## src/rtl/asrv32_stage_ctrl.sv

```systemverilog
// asrv32_stage_ctrl: multi-cycle stage sequencer owning the PC, retire counter and trap redirection
module asrv32_stage_ctrl #(
    parameter logic [31:0] RESET_PC    = 32'h0000_0000,
    parameter int          MEM_TIMEOUT = 255,
    parameter int          TO_W        = 8
) (
    input  logic        i_clk,
    input  logic        i_rst_n,
    input  logic        i_halt,
    input  logic        i_imem_ack,
    input  logic        i_dmem_ack,
    input  logic        i_is_mem,
    input  logic        i_illegal,
    input  logic [31:0] i_next_pc,
    input  logic [31:0] i_trap_vector,
    output logic        o_fetch_en,
    output logic        o_decode_en,
    output logic        o_alu_en,
    output logic        o_mem_en,
    output logic        o_wb_en,
    output logic        o_imem_req,
    output logic        o_dmem_req,
    output logic [31:0] o_pc,
    output logic        o_trap,
    output logic [1:0]  o_trap_cause,
    output logic [31:0] o_instret
);
    typedef enum logic [2:0] {IDLE, FETCH, DECODE, EXECUTE, MEMORY, WRITEBACK, TRAP} state_t;
    state_t          state, state_n;
    logic [TO_W-1:0] to_cnt;
    logic [1:0]      cause_n;
    logic            waiting, ack, timeout;
    assign waiting = (state == FETCH) || (state == MEMORY);
    assign ack     = (state == FETCH) ? i_imem_ack : i_dmem_ack;
    // an ack arriving on the final allowed cycle still wins over the timeout
    assign timeout = waiting && !ack && (to_cnt == TO_W'(MEM_TIMEOUT - 1));
    always_comb begin
        state_n = state;
        cause_n = o_trap_cause;
        case (state)
            IDLE:      state_n = i_halt ? IDLE : FETCH;
            FETCH: begin
                if (i_imem_ack) state_n = DECODE;
                else if (timeout) begin
                    state_n = TRAP;
                    cause_n = 2'd1;
                end
            end
            DECODE: begin
                state_n = i_illegal ? TRAP : EXECUTE;
                cause_n = i_illegal ? 2'd0 : o_trap_cause;
            end
            EXECUTE:   state_n = i_is_mem ? MEMORY : WRITEBACK;
            MEMORY: begin
                if (i_dmem_ack) state_n = WRITEBACK;
                else if (timeout) begin
                    state_n = TRAP;
                    cause_n = 2'd2;
                end
            end
            WRITEBACK: state_n = i_halt ? IDLE : FETCH;
            TRAP:      state_n = i_halt ? IDLE : FETCH;
            default:   state_n = IDLE;
        endcase
    end
    always_ff @(posedge i_clk or negedge i_rst_n) begin
        if (!i_rst_n) begin
            state        <= IDLE;
            to_cnt       <= '0;
            o_pc         <= RESET_PC;
            o_instret    <= '0;
            o_trap_cause <= 2'd0;
        end else begin
            state        <= state_n;
            to_cnt       <= (waiting && state_n == state) ? to_cnt + 1'b1 : '0;
            o_trap_cause <= cause_n;
            if (state == WRITEBACK) begin
                o_pc      <= i_next_pc;
                o_instret <= o_instret + 32'd1;
            end else if (state == TRAP) begin
                o_pc <= i_trap_vector;
            end
        end
    end
    assign o_fetch_en  = state == FETCH;
    assign o_decode_en = state == DECODE;
    assign o_alu_en    = state == EXECUTE;
    assign o_mem_en    = state == MEMORY;
    assign o_wb_en     = state == WRITEBACK;
    assign o_imem_req  = state == FETCH;
    assign o_dmem_req  = state == MEMORY;
    assign o_trap      = state == TRAP;
endmodule

```

## config.mk

```make
export PLATFORM = sky130hd
export DESIGN_NAME = asrv32_stage_ctrl
export DESIGN_NICKNAME = d
export VERILOG_FILES = /design/src/rtl/asrv32_stage_ctrl.sv
export SDC_FILE = /design/constraint.sdc
export NUM_CORES = 1
export LEC_CHECK = 0
export ABC_CLOCK_PERIOD_IN_PS = 1600
export CELL_PAD_IN_SITES_DETAIL_PLACEMENT = 0
export CELL_PAD_IN_SITES_GLOBAL_PLACEMENT = 1
export CORE_ASPECT_RATIO = 0.5
export CORE_MARGIN = 3
export CORE_UTILIZATION = 30
export CTS_CLUSTER_DIAMETER = 30
export DETAILED_ROUTE_END_ITERATION = 7
export PLACE_DENSITY_LB_ADDON = 0.1
export RECOVER_POWER = 50
export SETUP_SLACK_MARGIN = 0.2
export SYNTH_ARGS = -nofsm -noshare
export SYNTH_HDL_FRONTEND = slang
export SYNTH_SLANG_ARGS = --single-unit
```

## constraint.sdc

```tcl
create_clock -name i_clk -period 1.6 [get_ports i_clk]
set_clock_uncertainty 0.15 [all_clocks]
set_input_delay 0.32 -clock i_clk [delete_from_list [all_inputs] [get_ports i_clk]]
set_output_delay 0.32 -clock i_clk [all_outputs]
set_load 0.01 [all_outputs]
```

-- Yosys cells after proc, flatten, opt, wreduce, memory -nomap -nowiden
Index checks and enable logic that the tools add are counted.
- add/subtract/negate cells: 2
- eq/ne operators: 13
- multiplexer cells: 17
- reductions and logical operators: 10
- operator list (operator ; count):
    two-way mux 32 bit ; 2
    adder 32 x 1 -> 32 bit, second input constant ; 1
    one-hot mux 3 bit (5 select lines) ; 1
    two-way mux 3 bit ; 4
    two-way mux 2 bit ; 5
    == test 3 bit, second input constant ; 3
    adder 8 x 1 -> 8 bit, second input constant ; 1
    == test 8 bit, second input constant ; 1
    two-way mux 8 bit ; 1
    == test 3 x 2 -> 1 bit, second input constant ; 2
    inequality test 2 bit, second input constant ; 3
    one-hot mux 2 bit (3 select lines) ; 1
    AND reduction 6 bit ; 1
    inequality test 2 x 1 -> 1 bit, second input constant ; 2
    == test 3 x 1 -> 1 bit, second input constant ; 1
    == test 3 bit ; 1
    logical AND 1 bit ; 3
    zero test 3 bit ; 1
    two-way mux 1 bit ; 3
    nonzero test 3 bit ; 1
    OR reduction 3 bit ; 1
    nonzero test 2 bit ; 1
    zero test 1 bit ; 1
    logical OR 1 bit ; 1
- bits in registers: 77
- bits of input ports: 71
- output and inout bits: 74
- word-level logic and storage cells: 47

-- Longest topological paths before layout
Gate-level depths: netlist of run 1.
- depth after elaboration: 11
- gate-level depth with buffers: 6
- depth with buffers taken out: 5

-- Least setup slack after synthesis of run 1
No wires, ideal clock.
- kind: reg2reg
- from: register o_instret[4]
- to: register o_instret[28]
- setup time: 0.080 ns
- data arrival time: 1.593 ns
- data required time: 1.370 ns
- slack: -0.223 ns
- stages on the path, launching flop included: 7
- buffers on the path: 2
- clock period less this slack: 1.823 ns
- cell sequence: dfrtp_1 -> buf_4 -> nand4_1 -> or3b_1 -> buf_2 -> nor4_2 -> xnor2_1
- word-level cells in the longest chain between the ends: 1
- RTL lines (element ; line ; text):
    from (decl) ; 26 ; output logic [31:0] o_instret
    from (signal assigned) ; 79 ; o_instret <= o_instret + 32'd1;
    adder 32 x 1 -> 32 bit ; 79 ;
No other way between the ends.
A chain may end at the register's enable or synchronous reset.

-- Worst setup path after layout of run 1
- from: register state[0]
- to: register o_instret[29]
- word-level cells in the longest chain between the ends: 1
- RTL lines (element ; line ; text):
    from (decl) ; 29 ; state_t state, state_n;
    from (signal assigned) ; 74 ; state <= state_n;
    == test 3 bit ; 77 ; if (state == WRITEBACK) begin
No other way between the ends.

==> results.md, run 1 <==
- CTS Buffer Depth: 2
- Final GP Congestion: 0.7791
- Post-synthesis async set-or-reset flop share: 100.0%
- Antenna diode count: 0
- Leakage: 3.449 nW
- Cell Area, Synth: 3706 um^2
- Final net count: 681
- Row count: 27
- Hold_ws: 0.3619 ns
- Wire per inst: 15.02 um
- Via count: 3537
- Total power: 8.677 mW
- Cells after Synth: 353
- Die Y: 84.59 um
- First-iteration detailed-routing DRC count: 115
- Cell type with the largest total area after synthesis: dfrtp_1
- IO buf count: 144
- Top cells by area, synth: dfrtp_1 52%, mux2i_1 8.6%, nand2_1 4.9%, xnor2_1 4.5%, o21ai_0 4.5%
- Main synth FF type: dfrtp_1
- Tmin final: 1.815 ns
- Sink Count: 77
- Clock latency at the later pin of the worst-skew pair: 0.33 ns
- CP Capture Type: flip-flop
- Clock transition at path regs: 0.06 ns
- DRT antenna net count: 0
- Pwr Density: 1270 nW/um^2
- Post-synth top cells: 77 x dfrtp_1, 48 x nand2_1, 33 x o21ai_0
- Final WS setup: -0.2151 ns
- Dpl hpwl: 7.699 mm
- CTS H-tree depth: 3
- Fin crit share: 113.4%
- Post-synthesis sequential area ratio: 51.99%
- CORE AREA: 11520 um^2
- Total Routing Usage GR: 17.03%
- Failing checks: setup timing
- Max-Cap Viols: 0
- Vias per Instance: 4.588
- Syn-to-layout area delta: 84.40%
- CTS Buf Count: 9
- Grt total ovfl: 0
- RSZ-0062 raised after global routing: yes
- Effective utilization at floorplan: 32.17%
- Worst Path Required: 1.70 ns
- First-pass GRT wire length: 18.75 mm
- # setup viols final: 57
- Syn_nets: 427
- Die area: 13800 um^2
- WL final: 11.58 mm
- Yosys reg bits: 77
- Final hold vios: 0
- CTS tree: built
- Largest net degree at the start of global routing: 51
- Synth cell types: 41
- Number of global-route vias before repair: 3637
- Number of synthesized flops with an enable pin: 0
- Initial antenna violation count: 0
- Tightest Pin Transition: 0.6108 ns
- Root buffer cell: clkbuf_16
- Crit-path max FO: 5
- Drt first pass iters: 4
- I/O pin total: 145
- Status: finished, violations left
- Arrival @ worst endpoint: 1.92 ns
- WS Path Type: flip-flop to flip-flop
- Peak supply drop: 0.8830 mV
- Syn Area/Cell: 10.50 um^2
- Most common cell in the netlist: dfrtp_1
- Max transition margin: 59.28%
- Tightest Hold Check Type: flip-flop to flip-flop
- Max Fclk: 550.9 MHz
- Layout cells sized above 1: 43.30%
- Yosys warns: 0
- Yosys top cell area share: 51.99%
- DRC: 0
- DIE WIDTH: 163.2 um
- Setup crit start kind: flip-flop
- Max-slew violations: 0
-- power by group --
| group | internal (mW) | switching, mW |
|---|---|---|
| registers | 2.48 | 0.324 |
| logic | 2.05 | 1.80 |
| clock network | 1.21 | 0.815 |
| total | 5.74 | 2.93 |
-- placed cells by master, fill, tap and decap left out, drive strengths merged, types with 7 or more instances in the layout --
master and count:
nand2 48, xor2 18, and3 7, nor2 16, nand3 12, mux2i 32
nor3 9, buf 184, clkbuf 15, clkdlybuf4s50 69, dfrtp 77, nand4 14
o21ai 34, inv 8, xnor2 19
-- timing repair --
action,4_1_cts,5_1_grt
hold endpoints to repair,18,0
endpoints found under the setup margin,147,110
resized for setup,430,29
buffers inserted,31,17
gates cloned,3,0
pin swaps,10,12
hold buffers,1,0
-- layer usage --
metal  GRT usage [%]  wire length (um)  vias up
li1                -                 -     1749
met1           20.75              5047     1738
met2           30.62              6170       48
met3           4.633               343        2
met4           3.070                21        0
met5               0                 0        -
-- registers in the layout, summed over array words and instances, names as in the netlist --
signal and cells:
o_instret 32, o_pc 32, o_trap_cause 2, state 3
to_cnt 8
-- layout make-up --
type / instances / area (um^2)
Fill cell: 1038 / 4686
Clock inverter: 6 / 63.81
Timing Repair Buffer: 260 / 2414
Clock buffer: 10 / 229.0
Sequential cell: 77 / 1936
Inverter: 8 / 35.03
Multi-Input combinational cell: 251 / 1958
Tap cell: 159 / 198.9
-- path summary, 6_finish.rpt --
kind | start | endpoint | slack (ns) | cells after the start
worst max-delay path | state[0] | o_instret[29] | -0.22 | 5
worst min-delay path | o_instret[29] | o_instret[29] | 0.36 | 1
worst max register to register | state[0] | o_instret[29] | -0.22 | 5
worst min register to register | o_instret[29] | o_instret[29] | 0.36 | 1
max in group asynchronous | i_rst_n | state[0] | 0.17 | 3
min in group asynchronous | i_rst_n | o_pc[3] | 0.38 | 2
-- critical path: stages, from the launching register on --
cell and delay [ns]:
dfrtp_2 0.42, buf_6 0.12, nand3b_4 0.12, or4_4 0.49, nor4_4 0.28, xor2_1 0.15
-- kinds of logic after synthesis --
kind of cell | after synthesis | share of synthesized area [%]
adder cells (fa/ha/maj) | 3 | 1.013
flip-flops | 77 | 51.99
multiplexers | 33 | 8.947
XOR/XNOR | 37 | 8.744
AND/OR/NAND/NOR | 132 | 19.38
AO/OA/AOI/OAI | 46 | 6.921
buffers and inverters | 25 | 3.005
-- through the flow --
stage / std cells / setup TNS [ns] / setup slack [ns] / area (um^2) / utilization [%]
2_1_floorplan: 353 / -1.744 / -0.1734 / 3889 / -
3_3_place_gp: 703 / -7.624 / -0.2458 / 5887 / 51.10
3_5_place_dp: 703 / -8.428 / -0.2515 / 5887 / 51.10
4_1_cts: 754 / -3.840 / -0.2059 / 6604 / 57.33
5_1_grt: 771 / -9.376 / -0.2785 / 6834 / 59.32
6_report: 771 / -4.324 / -0.2151 / 6834 / 59.32
No activity file was read; power rests on OpenSTA's default activity.
==> inputs of run 2 (changes only) <==
--- a/config.mk
+++ b/config.mk
@@ -13,9 +13,11 @@
 export CORE_UTILIZATION = 30
 export CTS_CLUSTER_DIAMETER = 30
 export DETAILED_ROUTE_END_ITERATION = 7
+export HOLD_SLACK_MARGIN = 0.08
 export PLACE_DENSITY_LB_ADDON = 0.1
 export RECOVER_POWER = 50
 export SETUP_SLACK_MARGIN = 0.2
+export SLEW_MARGIN = 25
 export SYNTH_ARGS = -nofsm -noshare
 export SYNTH_HDL_FRONTEND = slang
 export SYNTH_SLANG_ARGS = --single-unit
==> results of run 2 <==
Same layout as run 1: the final DEF is identical, and so are final timing and power.
